===== config.mk =====
export PLATFORM = sky130hd
export DESIGN_NAME = picorv32_mem_arbiter
export DESIGN_NICKNAME = d
export VERILOG_FILES = /design/src/rtl/picorv32_mem_arb_pkg.sv /design/src/rtl/mem_wait_watchdog.sv /design/src/rtl/picorv32_mem_arbiter.sv
export SDC_FILE = /design/constraint.sdc
export NUM_CORES = 1
export LEC_CHECK = 0
export BUFFER_PORTS_ARGS = -buffer_cell sky130_fd_sc_hd__buf_4
export CORE_AREA = 2 2 122 124
export DETAILED_ROUTE_END_ITERATION = 8
export DIE_AREA = 0 0 124 126
export GPL_ROUTABILITY_DRIVEN = 0
export PLACE_DENSITY = 0.52
export SETUP_SLACK_MARGIN = 0.02
export SLEW_MARGIN = 30
export SYNTH_ARGS = -nofsm -noshare
export SYNTH_HDL_FRONTEND = slang
export SYNTH_SLANG_ARGS = --single-unit

===== constraint.sdc =====
create_clock -name clk -period 1.85 [get_ports clk]
set_input_delay 0.0925 -clock clk [delete_from_list [all_inputs] [get_ports clk]]
set_output_delay 0.0925 -clock clk [all_outputs]
set_load 0.1 [all_outputs]

===== src/rtl/picorv32_mem_arb_pkg.sv =====
// Shared types and defaults for the two-master PicoRV32 memory arbiter.
package picorv32_mem_arb_pkg;

    localparam int MAX_WAIT_DEFAULT = 16;

    typedef enum logic [1:0] {
        IDLE = 2'd0,
        OWN0 = 2'd1,
        OWN1 = 2'd2
    } arb_state_t;

endpackage


===== src/rtl/mem_wait_watchdog.sv =====
// Counts downstream stall cycles of the current transfer and raises a sticky
// timeout flag once the stall outlasts MAX_WAIT; the transfer itself is never aborted.
module mem_wait_watchdog
    import picorv32_mem_arb_pkg::*;
#(
    parameter int MAX_WAIT = MAX_WAIT_DEFAULT
) (
    input  logic clk,
    input  logic resetn,
    input  logic clear,
    input  logic stall,
    output logic timeout
);

    localparam int CNT_W = $clog2(MAX_WAIT + 1);
    localparam logic [CNT_W-1:0] LIMIT = CNT_W'(MAX_WAIT);

    logic [CNT_W-1:0] wait_cnt;

    // Counter saturates at LIMIT; a further stall cycle at the limit trips the flag.
    always_ff @(posedge clk) begin
        if (!resetn) begin
            wait_cnt <= '0;
            timeout  <= 1'b0;
        end else begin
            if (clear) begin
                wait_cnt <= '0;
            end else if (stall && (wait_cnt != LIMIT)) begin
                wait_cnt <= wait_cnt + 1'b1;
            end
            if (stall && (wait_cnt == LIMIT)) begin
                timeout <= 1'b1;
            end
        end
    end

endmodule


===== src/rtl/picorv32_mem_arbiter.sv =====
// Round-robin arbiter letting two PicoRV32-style native memory masters share one
// memory port, with a one-cycle IDLE bubble between transfers.
module picorv32_mem_arbiter
    import picorv32_mem_arb_pkg::*;
#(
    parameter int MAX_WAIT = MAX_WAIT_DEFAULT
) (
    input  logic        clk,
    input  logic        resetn,

    input  logic        m0_valid,
    input  logic        m0_instr,
    input  logic [31:0] m0_addr,
    input  logic [31:0] m0_wdata,
    input  logic [3:0]  m0_wstrb,
    output logic        m0_ready,
    output logic [31:0] m0_rdata,

    input  logic        m1_valid,
    input  logic        m1_instr,
    input  logic [31:0] m1_addr,
    input  logic [31:0] m1_wdata,
    input  logic [3:0]  m1_wstrb,
    output logic        m1_ready,
    output logic [31:0] m1_rdata,

    output logic        mem_valid,
    output logic        mem_instr,
    output logic [31:0] mem_addr,
    output logic [31:0] mem_wdata,
    output logic [3:0]  mem_wstrb,
    input  logic        mem_ready,
    input  logic [31:0] mem_rdata,

    output logic [1:0]  grant,
    output logic        timeout
);

    arb_state_t state, state_next;
    logic       last_owner, last_owner_next;
    logic       wd_clear, wd_stall;

    always_ff @(posedge clk) begin
        if (!resetn) begin
            state      <= IDLE;
            last_owner <= 1'b1;
        end else begin
            state      <= state_next;
            last_owner <= last_owner_next;
        end
    end

    // On a tie the master that was not served last wins; a withdrawn request
    // leaves last_owner alone so fairness only tracks completed transfers.
    always_comb begin
        state_next      = state;
        last_owner_next = last_owner;
        mem_valid       = 1'b0;
        mem_instr       = 1'b0;
        mem_addr        = '0;
        mem_wdata       = '0;
        mem_wstrb       = '0;
        m0_ready        = 1'b0;
        m1_ready        = 1'b0;
        grant           = 2'b00;

        case (state)
            IDLE: begin
                if (m0_valid && m1_valid) begin
                    state_next = last_owner ? OWN0 : OWN1;
                end else if (m0_valid) begin
                    state_next = OWN0;
                end else if (m1_valid) begin
                    state_next = OWN1;
                end
            end
            OWN0: begin
                grant     = 2'b01;
                mem_valid = m0_valid;
                mem_instr = m0_instr;
                mem_addr  = m0_addr;
                mem_wdata = m0_wdata;
                mem_wstrb = m0_wstrb;
                m0_ready  = mem_ready && m0_valid;
                if (m0_valid && mem_ready) begin
                    last_owner_next = 1'b0;
                    state_next      = IDLE;
                end else if (!m0_valid) begin
                    state_next = IDLE;
                end
            end
            OWN1: begin
                grant     = 2'b10;
                mem_valid = m1_valid;
                mem_instr = m1_instr;
                mem_addr  = m1_addr;
                mem_wdata = m1_wdata;
                mem_wstrb = m1_wstrb;
                m1_ready  = mem_ready && m1_valid;
                if (m1_valid && mem_ready) begin
                    last_owner_next = 1'b1;
                    state_next      = IDLE;
                end else if (!m1_valid) begin
                    state_next = IDLE;
                end
            end
            default: begin
                state_next = IDLE;
            end
        endcase
    end

    assign m0_rdata = mem_rdata;
    assign m1_rdata = mem_rdata;

    assign wd_clear = (state == IDLE) && (state_next != IDLE);
    assign wd_stall = mem_valid && !mem_ready;

    mem_wait_watchdog #(
        .MAX_WAIT (MAX_WAIT)
    ) u_watchdog (
        .clk     (clk),
        .resetn  (resetn),
        .clear   (wd_clear),
        .stall   (wd_stall),
        .timeout (timeout)
    );

endmodule


# Word-level counts from Yosys, hierarchy flattened

Cells that the tools add are included.

Add/sub/neg operators: 1
Equality and inequality tests: 6
Muxes and demuxes: 20
Bitwise operators: 1
Reduce and logical (&&, ||, !) cells: 13

Operator list:

| cell                                                            | count |
|---|---|
| 32-bit one-hot mux with 2 select lines                          | 2 |
| 2-bit two-way mux                                               | 8 |
| 4-bit one-hot mux with 2 select lines                           | 1 |
| 1-bit logical AND                                               | 7 |
| 1-bit one-hot mux with 2 select lines                           | 3 |
| 2-bit one-hot mux with 3 select lines                           | 1 |
| 5-bit by 1-bit adder with 5-bit output, second input constant   | 1 |
| 5-bit == test, second input constant                            | 1 |
| 5-bit != test, second input constant                            | 1 |
| 1-bit two-way mux                                               | 4 |
| 2-bit != test, second input constant                            | 2 |
| 2-bit one-hot mux with 2 select lines                           | 1 |
| 2-bit nonzero test                                              | 2 |
| 3-bit AND reduction                                             | 1 |
| 2-bit by 1-bit == test with 1-bit output, second input constant | 1 |
| 2-bit == test, second input constant                            | 1 |
| 2-bit logical NOT                                               | 1 |
| 2-bit OR reduction                                              | 1 |
| 1-bit logical NOT                                               | 1 |
| 1-bit NOT                                                       | 1 |

Register bits after elaboration: 9
Output and inout port bits: 139
Word-level logic and storage cells: 45

# Depth between registers and ports, before layout

Depth after elaboration: 7
Depth in mapped cells: 7
Gate-level depth less buffers: 5

# Cells and area by module

Synthesis repeated with hierarchy kept, for this count alone.

Cells, all modules: 288
Area, all modules: 2,107.0 sq um

By module, submodules not included:

| module               | times used | cells each | area each (sq um) | sequential area each (sq um) |
|---|---|---|---|---|
| picorv32_mem_arbiter | 1          | 257        | 1,814.2           | 60.1 |
| mem_wait_watchdog    | 1          | 31         | 292.8             | 120.1 |

# Worst setup path before layout

Ideal clock, no wire load.

Path type: register -> output
From: register state[1]
To: output port mem_wdata[30]
Arrival time: 3.324 ns
Data required time: 1.757 ns
Setup slack: -1.566 ns
Cell stages (with the launch flop): 7
Buffers on the path: 2
Cell sequence: dfxtp_1 > inv_1 > ha_1 > buf_2 > buf_1 > a22oi_1 > nor2b_1

Cells in the longest elaborated chain, start to end: 2

Ends and longest elaborated chain:

| element                                                                   | RTL line                   | source |
|---|---|---|
| start: declaration                                                        | picorv32_mem_arbiter.sv:39 | `arb_state_t state, state_next;` |
| start signal: assignment                                                  | picorv32_mem_arbiter.sv:48 | `state <= state_next;` |
| 2-bit == test or 2-bit by 1-bit == test with 1-bit output (tied branches) | picorv32_mem_arbiter.sv:67 | `case (state)` |
| 32-bit one-hot mux with 2 select lines (*)                                | picorv32_mem_arbiter.sv:67 |  |
| end: declaration                                                          | picorv32_mem_arbiter.sv:30 | `output logic [31:0] mem_wdata,` |

Every way passes the cells marked *; elsewhere a longest branch is shown, timed or not.

# Worst setup path in the final report

From: register state[1]
To: output port mem_valid

Cells in the longest elaborated chain, start to end: 2

Ends and longest elaborated chain:

| element                                                                   | RTL line                   | source |
|---|---|---|
| 2-bit == test or 2-bit by 1-bit == test with 1-bit output (tied branches) | picorv32_mem_arbiter.sv:67 |  |
| 1-bit one-hot mux with 2 select lines (*)                                 | picorv32_mem_arbiter.sv:67 |  |
| end: declaration                                                          | picorv32_mem_arbiter.sv:27 | `output logic mem_valid,` |

Marks and branches as above.

==> flow_summary_export.csv <==
group,metric,value,unit
worst_setup_path,cp-end-kind,"primary output",
floorplan,fp.dieW,124,um
layout,layout.cells.non_filler,625,
layout,multi_input_area,0.00194,mm^2
sta,slew_violations,0,
route,viasPerCell,4.34,
cts,cts_htree_levels,1,
sta,layout_min_cycle_time,1780,ps
worst_setup_path,regToRegEndpoint,"u_watchdog.wait_cnt[4]$_SDFFE_PP0P_",
sta,hold_viol_final,0,
sta,slew_headroom,57.7,%
run,drv_cap,0,
route,drt-wirelength-per-cell,15.8,um
layout,diodes,0,
outcome,status,"finished clean",
floorplan,start_util,14.9,%
global_route,grt_pass1_vias,2758,
route,drtIter0Drc,107,
placement,hpwlAfterDp,7470,um
cts,cts_root_buf,"clkbuf_16",
floorplan,num_io_pins,314,
layout,fillerInstances,1434,
synth,ys_seq_elements,9,
cts,clk_transition_reported_paths,40,ps
power_and_ir_drop,powerDensity,571,mW/mm^2
floorplan,core-area,0.0143,mm^2
cts,cts_tree,"done",
placement,place_ws,5.99,ps
synth,synth-warning-count,0,
layout,seqCellArea,188,um^2
synth,syn_avg_cell_area,7.23,um^2
placement,portBuffers,217,
worst_setup_path,crit_type,"register to primary output",
cts,cts_hold_buf,0,
synth,synthArstFlopShare,0,%
sta,worstMarginPinSlew,626,ps
route,vias,2711,
sta,tns,0,ps
worst_setup_path,timing.rr.start,"state[1]$_SDFF_PN0_",
layout,final_core_util,33.3,%
global_route,grt_overflow,0,
worst_setup_path,worstSetupStartpointType,"register",
synth,synth_edf_count,0,
global_route,antenna_found_initial,0,
sta,finClkSkew,1.73,ps
worst_setup_path,cp-startpoint,"state[1]$_SDFF_PN0_",
sta,rsz0062_at_grt,"true",
synth,syn-num-nets,477,
synth,yosysMostFrequentCell,"nor2b_1",
worst_setup_path,r2r_slack,180,ps
synth,synth.distinct_cells,33,
placement,placed_cells,618,
sta,finalCritPeriodShare,96.3,%
floorplan,dieArea,0.0156,mm^2
cts,clock_sinks,9,
worst_hold_path,hold_path_class,"input pin to register",
synth,yosysSeqAreaShare,8.45,%
worst_setup_path,cp_data_arrival_time,1690,ps
power_and_ir_drop,p_leak,1.86,nW
route,first_pass_iters,5,
synth,synth_top_area_cell,"a22oi_1",
layout,syn2layout_area_growth,124,%
synth,synth_top_flop_cell,"dfxtp_1",
route,postRouteAntennaNets,0,
sta,max_freq,561,MHz
layout,drive_gt1_share,73.7,%
worst_setup_path,crit_path_max_fanout,27,
power_and_ir_drop,ir_drop,0.183,mV
cts,clock_insertion_delay_worst_skew,240,ps
sta,setup_violations,0,
synth,synthCells,295,
synth,syn_area,0.00213,mm^2
global_route,grt_use_total,11.5,%
cts,clk_path_buf_depth,2,
floorplan,fp.dieH,126,um
synth,synth_common_cells,"nor2b_1, a22oi_1, buf_4",
global_route,grt_first_pass_wirelength,14100,um
global_route,grt_start_max_net_pins,29,
route,drc_errors,0,
worst_setup_path,required,1760,ps
sta,fin_ws,68.6,ps
floorplan,rows,44,
worst_setup_path,endpoint,"mem_valid",
synth,synth_top_area_share,24.3,%
worst_setup_path,reg2reg_depth,5,
synth,synthTopCellsByArea,"a22oi_1, buf_4, nor2b_1",
route,drt-total-wl,9890,um
layout,layout.nets,624,
cts,cts_inserted_buffers,3,
==> logic make-up after synthesis <==
group,synth area share [%]
AOI/OAI and AO/OA,31.3
adders and majority gates,4.11
buffers and inverters,28.7
DFF,8.45
and+or+nand+nor,27.5
==> timing repair <==
action / CTS / global route
cloned: 1 / 0
setup buffers: 2 / 0
endpoints found under the setup margin: 71 / 60
pin swaps: 2 / 0
resized for setup: 100 / 38
==> where the power goes <==
part	internal [mW]	leakage [nW]	switching (mW)	total, mW
registers	0.203	0.0743	0.0137	0.217
clock network	0.289	0.0382	0.100	0.389
logic	0.920	1.74	1.20	2.12
total	1.41	1.86	1.31	2.72
==> worst min-delay path by stage <==
stage | startpoint | to | slack [ps] | depth (start not counted)
after floorplan | resetn | last_owner$_SDFFE_PN1P_ | 170 | 1
after global placement | mem_rdata[1] | m0_rdata[1] | 190 | 0
after detailed placement | mem_rdata[1] | m0_rdata[1] | 190 | 0
after CTS | resetn | last_owner$_SDFFE_PN1P_ | 80 | 2
after global routing | resetn | u_watchdog.timeout$_SDFFE_PN0P_ | 90 | 2
final | resetn | last_owner$_SDFFE_PN1P_ | 80 | 2
==> worst max-delay path, stage by stage, from the launching register on <==
cell and delay (ps):
dfxtp_4 390, inv_4 60, ha_4 190, buf_12 170, a22o_1 240, and2_2 220, buf_12 160
==> sequential cells by signal, indices dropped and copies added, names as in the netlist <==
register             flops
u_watchdog.wait_cnt      5
state                    2
u_watchdog.timeout       1
last_owner               1
==> area by class of cell <==
cell class	count	share of cell area (%)
Clock buffer	4	1.65
Inverter	5	0.577
Multi-Input combinational cell	191	40.7
Sequential cell	9	3.93
Timing Repair Buffer	232	48.3
Tap cell	184	4.82
==> through the flow <==
stage	instance area (um^2)	hold WS, ps	total power [mW]
after floorplan	2710	169	2.26
after global placement	4090	186	2.12
after detailed placement	4090	186	2.14
after CTS	4630	77.8	2.71
after global routing	4770	93.0	2.84
final	4770	78.9	2.72
==> routing by layer <==
metal | vias to the layer above | global-route usage, % | wire length (um)
li1 | 1280 | - | -
met1 | 1237 | 11.5 | 3260
met2 | 153 | 23.0 | 5410
met3 | 41 | 1.31 | 907
met4 | 0 | 4.82 | 310
met5 | - | 0 | 0
==> layout by cell type, fill, tap and decap left out, types with 3 or more instances in the layout <==
cell	count
or4_1	3
buf_6	45
a22oi_2	10
ha_4	3
buf_12	30
nand2b_1	4
o31ai_1	4
nor2b_4	69
nand4_1	3
a21oi_1	6
o21ai_0	4
a22oi_1	60
clkbuf_16	3
ha_1	4
buf_4	156
dfxtp_1	7
No activity file was read; power rests on OpenSTA's default activity.
